===== config.mk =====
export PLATFORM = sky130hd
export DESIGN_NAME = ipv4_vlg_tx_arb
export DESIGN_NICKNAME = d
export VERILOG_FILES = /design/src/rtl/ipv4_vlg_pkg.sv /design/src/rtl/eth_vlg_rr_pick.sv /design/src/rtl/ipv4_vlg_tx_arb.sv
export SDC_FILE = /design/constraint.sdc
export NUM_CORES = 1
export LEC_CHECK = 0
export CAP_MARGIN = 20
export CELL_PAD_IN_SITES_DETAIL_PLACEMENT = 0
export CELL_PAD_IN_SITES_GLOBAL_PLACEMENT = 1
export CORE_ASPECT_RATIO = 1.25
export CORE_MARGIN = 5
export CORE_UTILIZATION = 22
export CTS_CLUSTER_SIZE = 16
export DETAILED_ROUTE_END_ITERATION = 6
export HOLD_SLACK_MARGIN = 0.03
export PLACE_DENSITY = 0.95
export SYNTH_ARGS = -nofsm -noshare
export SYNTH_HDL_FRONTEND = slang
export SYNTH_SLANG_ARGS = --single-unit

===== constraint.sdc =====
create_clock -name clk -period 3.1 [get_ports clk]
set_input_delay 0.93 -clock clk [delete_from_list [all_inputs] [get_ports clk]]
set_output_delay 0.93 -clock clk [all_outputs]
set_load 0.005 [all_outputs]

===== src/rtl/ipv4_vlg_pkg.sv =====
// Shared types for the IPv4 TX arbiter: metadata layout and arbiter FSM states.
package ipv4_vlg_pkg;

  localparam int META_W = 56;

  typedef struct packed {
    logic [31:0] dst_ip;
    logic [7:0]  proto;
    logic [15:0] pld_len;
  } arb_meta_t;

  typedef enum logic [1:0] {
    IDLE  = 2'd0,
    GRANT = 2'd1,
    XFER  = 2'd2,
    GAP   = 2'd3
  } arb_fsm_t;

endpackage


===== src/rtl/eth_vlg_rr_pick.sv =====
// Combinational round-robin picker: first set request scanning ptr, ptr+1, ... mod N.
module eth_vlg_rr_pick #(
  parameter  int N  = 3,
  localparam int IW = $clog2(N)
) (
  input  logic [N-1:0]  req,
  input  logic [IW-1:0] ptr,
  output logic          valid,
  output logic [IW-1:0] idx
);

  int c;

  // Scan from the farthest offset down so the nearest hit to ptr is written last.
  always_comb begin
    valid = 1'b0;
    idx   = '0;
    c     = 0;
    for (int k = N - 1; k >= 0; k--) begin
      c = int'(ptr) + k;
      if (c >= N) c = c - N;
      if (req[c]) begin
        valid = 1'b1;
        idx   = IW'(c);
      end
    end
  end

endmodule


===== src/rtl/ipv4_vlg_tx_arb.sv =====
// Round-robin arbiter granting the IPv4 TX core to one of N upper-layer requesters per packet.
module ipv4_vlg_tx_arb
  import ipv4_vlg_pkg::*;
#(
  parameter  int N          = 3,
  parameter  int GAP_CYCLES = 2,
  parameter  int TIMEOUT    = 65535,
  localparam int IW         = $clog2(N)
) (
  input  logic              clk,
  input  logic              rst,
  input  logic [N-1:0]      req_rdy,
  input  logic [N*56-1:0]   req_meta,
  input  logic [N*8-1:0]    req_dat,
  output logic [N-1:0]      req_acc,
  output logic [N-1:0]      req_dat_req,
  output logic [N-1:0]      req_done,
  output logic              out_rdy,
  output logic [55:0]       out_meta,
  input  logic              out_acc,
  input  logic              out_dat_req,
  output logic [7:0]        out_dat,
  input  logic              out_done,
  output logic [IW-1:0]     gnt_idx,
  output logic              busy,
  output logic              tmo
);

  localparam logic [15:0] TMO_LAST = 16'(TIMEOUT - 1);
  localparam logic [15:0] GAP_LAST = 16'(GAP_CYCLES - 1);
  localparam arb_fsm_t    POST_PKT = (GAP_CYCLES == 0) ? IDLE : GAP;

  arb_fsm_t        state_q, state_d;
  logic [IW-1:0]   sel_q, sel_d;
  logic [IW-1:0]   ptr_q, ptr_d;
  logic [15:0]     cnt_q, cnt_d;

  logic            pick_vld;
  logic [IW-1:0]   pick_idx;
  logic [IW-1:0]   ptr_nxt;
  logic [N-1:0]    sel_oh;
  arb_meta_t       meta_sel;
  logic [7:0]      dat_sel;
  logic            rdy_sel;
  logic            tmo_hit;
  logic            acc_c, done_c, tmo_c;

  eth_vlg_rr_pick #(.N(N)) u_pick (
    .req   (req_rdy),
    .ptr   (ptr_q),
    .valid (pick_vld),
    .idx   (pick_idx)
  );

  always_comb begin
    meta_sel = '0;
    dat_sel  = '0;
    rdy_sel  = 1'b0;
    for (int i = 0; i < N; i++) begin
      if (sel_q == IW'(i)) begin
        meta_sel = req_meta[META_W*i +: META_W];
        dat_sel  = req_dat[8*i +: 8];
        rdy_sel  = req_rdy[i];
      end
    end
  end

  assign sel_oh  = N'(1) << sel_q;
  assign ptr_nxt = (sel_q == IW'(N - 1)) ? '0 : sel_q + 1'b1;
  assign tmo_hit = (cnt_q == TMO_LAST);

  // Priority in GRANT: accept, then withdrawal, then timeout. In XFER a real done beats timeout.
  always_comb begin
    state_d = state_q;
    sel_d   = sel_q;
    ptr_d   = ptr_q;
    cnt_d   = cnt_q;
    acc_c   = 1'b0;
    done_c  = 1'b0;
    tmo_c   = 1'b0;
    case (state_q)
      IDLE: begin
        if (pick_vld) begin
          sel_d   = pick_idx;
          state_d = GRANT;
          cnt_d   = '0;
        end
      end
      GRANT: begin
        cnt_d = cnt_q + 16'd1;
        if (out_acc) begin
          acc_c   = 1'b1;
          state_d = XFER;
          cnt_d   = '0;
        end else if (!rdy_sel) begin
          state_d = IDLE;
        end else if (tmo_hit) begin
          tmo_c   = 1'b1;
          done_c  = 1'b1;
          ptr_d   = ptr_nxt;
          state_d = POST_PKT;
          cnt_d   = '0;
        end
      end
      XFER: begin
        cnt_d = cnt_q + 16'd1;
        if (out_done || tmo_hit) begin
          tmo_c   = !out_done;
          done_c  = 1'b1;
          ptr_d   = ptr_nxt;
          state_d = POST_PKT;
          cnt_d   = '0;
        end
      end
      GAP: begin
        if (cnt_q == GAP_LAST) begin
          state_d = IDLE;
          cnt_d   = '0;
        end else begin
          cnt_d = cnt_q + 16'd1;
        end
      end
      default: state_d = IDLE;
    endcase
  end

  always_ff @(posedge clk) begin
    if (rst) begin
      state_q <= IDLE;
      sel_q   <= '0;
      ptr_q   <= '0;
      cnt_q   <= '0;
    end else begin
      state_q <= state_d;
      sel_q   <= sel_d;
      ptr_q   <= ptr_d;
      cnt_q   <= cnt_d;
    end
  end

  assign out_rdy     = (state_q == GRANT);
  assign out_meta    = out_rdy ? meta_sel : '0;
  assign out_dat     = (state_q == XFER) ? dat_sel : 8'd0;
  assign req_dat_req = (state_q == XFER && out_dat_req) ? sel_oh : '0;
  assign req_acc     = acc_c  ? sel_oh : '0;
  assign req_done    = done_c ? sel_oh : '0;
  assign tmo         = tmo_c;
  assign gnt_idx     = sel_q;
  assign busy        = (state_q != IDLE);

endmodule

==> Yosys cells after proc, flatten, opt, wreduce, memory -nomap -nowiden <==
Cells that the tools add are included.
{ "totals": {"inputBits": 200, "mem_bits_ro": 0, "n_memories": 0, "mem_bits_rw": 0, "out_inout_bits": 78, "ff_bits": 22, "latchBits": 0} }
{ "op_classes": {"eq_ne": 14, "n_addsub": 7, "mux": 61, "div_mod_pow": 0, "order_cmp": 6, "bitwise": 0, "reduce_logical": 10, "multipliers": 0, "shifts": 1} }
{ "op_table": {"columns": ["op", "n"], "rows": [
  ["56-bit 2-to-1 mux", 4],
  ["32-bit by 4-bit < comparator with 1-bit output (second input constant)", 3],
  ["16-bit 2-to-1 mux", 6],
  ["32-bit 2-to-1 mux", 3],
  ["32-bit by 3-bit >= comparator with 1-bit output (second input constant)", 2],
  ["16-bit case mux with 4 select lines", 1],
  ["32-bit by 3-bit subtractor with 32-bit output (second input constant)", 2],
  ["8-bit 2-to-1 mux", 4],
  ["2-bit 2-to-1 mux", 14],
  ["1-bit 2-to-1 mux", 19],
  ["16-bit by 1-bit adder with 16-bit output (second input constant)", 1],
  ["16-bit by 1-bit == test with 1-bit output (second input constant)", 1],
  ["16-bit == test (second input constant)", 1],
  ["3-bit 2-to-1 mux", 3],
  ["2-bit != test (second input constant)", 4],
  ["2-bit case mux with 4 select lines", 1],
  ["1-bit binary-select mux with 2-bit select", 3],
  ["2-bit == test (second input constant)", 3],
  ["5-bit AND reduction", 1],
  ["2-bit by 1-bit == test with 1-bit output (second input constant)", 2],
  ["2-bit zero test", 2],
  ["2-bit by 1-bit != test with 1-bit output (second input constant)", 2],
  ["4-bit by 3-bit != test with 1-bit output (second input constant)", 1],
  ["1-bit case mux with 2 select lines", 2],
  ["13 further kinds", 14]
]} }

==> Depth between registers and ports, before layout <==
Gate-level depths: netlist of run 1.
{ "depth": {"ltp_word": 11, "ltp_mapped": 10, "mapped_depth_nobuf": 8} }

==> Hierarchy <==
From an unflattened synthesis of run 1, not the netlist that was laid out.
{ "hier_totals": {"cells_unflattened": 482, "hier_area_um2": 3229.3} }
{ "modules_own_cells": {"columns": ["mod", "area_each_um2", "instances", "cells_per_inst", "seq_area_each_um2"], "rows": [
  ["ipv4_vlg_tx_arb", 3093.0, 1, 461, 440.4],
  ["eth_vlg_rr_pick", 136.4, 1, 21, 0.0]
]} }

==> Worst setup path before layout of run 1 <==
Ideal clock, no wire load.
{ "synth_timing": {"path_kind": "input -> output", "start": "input req_rdy[1]", "end": "output req_done[0]", "path_buffers": 0, "path_slack_ns": 0.423, "cell_stages": 6, "arrival_time_ns": 1.747, "cell_sequence": "mux2i_1 o21ai_0 nand2b_1 o21ai_0 nand2_1 nor3_1"} }
{ "synth_via": {"elab_chain_cells": 6} }
{ "synth_rtl": {"columns": ["element", "line", "source"], "rows": [
  ["from (decl)", "ipv4_vlg_tx_arb.sv:12", "input logic [N-1:0] req_rdy,"],
  ["1-bit 2-to-1 mux (2 in a row)", "ipv4_vlg_tx_arb.sv:60", "if (sel_q == IW'(i)) begin"],
  ["1-bit 2-to-1 mux", "ipv4_vlg_tx_arb.sv:95", "end else if (!rdy_sel) begin"],
  ["1-bit 2-to-1 mux", "ipv4_vlg_tx_arb.sv:91", "if (out_acc) begin"],
  ["1-bit case mux with 2 select lines", "ipv4_vlg_tx_arb.sv:81", "case (state_q)"],
  ["3-bit 2-to-1 mux", "ipv4_vlg_tx_arb.sv:146", "assign req_done = done_c ? sel_oh : '0;"],
  ["to (decl)", "ipv4_vlg_tx_arb.sv:17", "output logic [N-1:0] req_done,"]
]} }
No other way between the ends.

==> Worst setup path after layout of run 1 <==
{ "layout_timing": {"start": "input out_acc", "end": "output req_done[1]"} }
{ "layout_via": {"elab_chain_cells": 3} }
{ "layout_rtl": {"columns": ["element", "line", "source"], "rows": [
  ["from (decl)", "ipv4_vlg_tx_arb.sv:20", "input logic out_acc,"],
  ["1-bit 2-to-1 mux", "ipv4_vlg_tx_arb.sv:91", null],
  ["1-bit case mux with 2 select lines", "ipv4_vlg_tx_arb.sv:81", null],
  ["3-bit 2-to-1 mux", "ipv4_vlg_tx_arb.sv:146", null]
]} }
No other way between the ends.

==> results.yml, run 1 <==
critical_path:
  slowest_delay_ns: 0.23
  path_buf_inv: 3
  critPathKind: "in -> out"
  cp_top_family: "buffers and inverters"
  cp-end-kind: "primary output"
  crit_fanout: 2
  critical_path.slowest_cell: "clkdlybuf4s15_1"
  critPathLaunchType: "input pin"
  cpMostUsedCell: "nand2b_4"
  crit_chain: "clkdlybuf4s15_1, nand2b_4, nand2b_4, o21ai_2, nand2_2, buf_4, nor2_1, buf_2"
  arrival_ns: 2.10
  critPathRequiredTime_ns: 2.17
floorplan:
  io_pins: 278
  die_h_um: 147
  die_w_um: 120
  rows: 50
  core-area_sq_mm: 0.0149
  initial_utilization: 0.222
  die-area_sq_mm: 0.0176
global_route:
  antenna_found_initial: 2
  gr-total-overflow: 0
  grt_pass1_vias: 4608
  grt_pass1_wl_mm: 25.1
  track_usage: 0.179
  grt_max_degree: 61
cells_and_area:
  area_growth_pct: 100
  nFillCells: 1562
  multiInputGateArea_sq_mm: 0.00274
  finalNetCount: 999
  layout_common_cells: "199 x clkdlybuf4s50_1, 78 x nand2_1, 68 x mux2i_1, 67 x dlygate4sd2_1, 65 x and2_1"
  regArea_sq_um: 445
  finalNonFillerCells: 972
  fin_util: 0.444
  final_common_cell: "clkdlybuf4s50_1"
  final_layout_size_suffix_gt1_frac: 0.0977
yosys:
  syn_inst: 496
  netlist_area_sq_mm: 0.00330
  syn_avg_cell_area_sq_um: 6.66
  synth_seq_cells: 22
  syn-num-nets: 706
  synth_edf_count: 0
  ys.warnings.count: 0
  synth_top_area_share: 0.212
  async_reset_ff_frac: 0
  yosysTopAreaCell: "mux2i_1"
  seq_area_frac_synth: 0.133
  synth.area.top_cells: "mux2i_1 21%, dfxtp_1 13%, and2_1 12%, o21ai_0 11%, nand2_1 9.0%"
  synthFlopType: "dfxtp_1"
  ys_types: 49
clocking:
  ctsRootBufferMaster: "clkbuf_16"
  cts_tree: "built"
  path_clk_slew_ns: 0.06
  cts_buffers: 3
  cts_hold_buf: 0
  clock_path_buffers: 2
  clock-sinks: 22
  htree_levels: 1
  clk_latency_ns: 0.26
sta:
  tightest_slew_ns: 0.512
  final-setup-viol-count: 0
  drv_slew: 0
  timing.slew.headroom: 0.657
  fin_crit_sh: 0.978
  hold_viol_final: 0
  fin_crit_ns: 3.03
  rsz0062_at_grt: "no"
  max_freq_mhz: 330
  worst_hold_slack_ns: 0.507
  fin_skew_ns: 0.00198
  finalSetupTns_ns: 0
detailed_routing:
  first_iter_violations: 263
  drt-total-wl_mm: 17.0
  viasPerCell: 4.76
  num_vias: 4625
  avgRoutedWirePerCell_um: 17.5
  drtAntennaViolNets: 0
  firstDrtPassIters: 4
  drc_errors: 0
power:
  ir_drop_mv: 0.376
  power_uw: 3360
  p_per_area_mw_per_mm2: 508
  power_leakage_uw: 0.00271
placement:
  post-dp-hpwl_mm: 13.8
  port_buffers: 277
  place_congestion: 0.853
  place_inst: 963
status:
  outcome: "finished clean"
run:
  drv_cap: 0
worst_hold_path:
  min_path_type: "reg -> reg"
## final timing paths
check | cells past startpoint | slack (ns) | from | endpoint
worst max-delay path | 8 | 0.07 | out_acc | req_done[1]
worst min-delay path | 2 | 0.51 | ptr_q[1] | ptr_q[1]
worst max register to register | 9 | 0.86 | cnt_q[1] | cnt_q[12]
worst min register to register | 2 | 0.51 | ptr_q[1] | ptr_q[1]
## cells by family (layout without fill, tap and decap cells)
logic type / count (synthesis) / after routing / synth area share
compound gates: 109 / 109 / 0.186
xor+xnor: 8 / 8 / 0.0212
fa+ha+maj: 10 / 10 / 0.0379
buf+inv: 48 / 340 / 0.0549
flops: 22 / 22 / 0.133
mux: 70 / 70 / 0.212
other cells: 0 / 2 / 0
simple gates: 229 / 229 / 0.355
## synthesized netlist by cell type, types with 2 or more instances
cell type and count:
dfxtp_1 22, nand3_1 13, and3_1 2, buf_1 2
nand2b_1 7, o21ai_0 75, a21o_1 2, inv_1 13
o21ai_1 3, a22oi_1 2, xnor2_1 6, nand4_1 4
or3_1 2, nand3b_1 3, and2_1 65, xor2_1 2
nand2_1 79, ha_1 10, nor2_1 29, o211ai_1 2
o311ai_1 2, nor3_1 5, or2_1 2, a21oi_1 11
clkbuf_1 32, mux2i_1 70, nor2b_1 5, o41ai_1 2
nor4_1 4
## area by class of cell
type,instances,share of cell area
diodes,2,0.000757
clock buffers,4,0.0134
inverters,13,0.00738
multi-input cells,426,0.414
flip-flops and latches,22,0.0674
well taps,182,0.0344
repair buffers,323,0.463
## state kept, by name, summed over array words and instances, names as in the netlist, named ones only
signal / cells
ptr_q: 2
cnt_q: 16
gnt_idx: 2
state_q: 1
## where the power goes
group          total (uW)  internal (uW)  switching, uW
clock network         307            197            109
logic                2680           1360           1320
registers             373            317           55.7
total                3360           1870           1490
## worst min-delay path: stages, from the launching register on
cell,delay (ns)
dfxtp_1,0.34
nand2_1,0.06
a21oi_1,0.06
## metrics by stage
stage | setup slack [ns] | instance area [sq um]
after floorplan | 0.423 | 3300
after global routing | 0.00491 | 6610
after detailed placement | -0.799 | 6560
after global placement | -0.815 | 6560
final | 0.0670 | 6610
after CTS | 0.00923 | 6580
## layer usage
metal  track usage  share of wire  vias to the layer above
met5             0        0.00076                        -
met4        0.0315          0.016                        2
met3        0.0531          0.087                       21
met2         0.325           0.51                      190
met1         0.209           0.39                     2114
li1              -              -                     2298
## timing repair
action,CTS,global route
buffers inserted,3,0
pin swaps,6,2
cloned,0,0
resized for setup,110,16
endpoints found under the setup margin,73,8
(Power assumes the default switching activity.)
==> run 2, diff against run 1 <==
SLEW_MARGIN = 20   (was not set)
==> results of run 2 <==
Final layout, timing and power as in run 1 (identical DEF).
==> run 3, diff against run 2 <==
CAP_MARGIN = not set   (was 20)
==> results of run 3 <==
Final layout, timing and power as in run 1 (identical DEF).
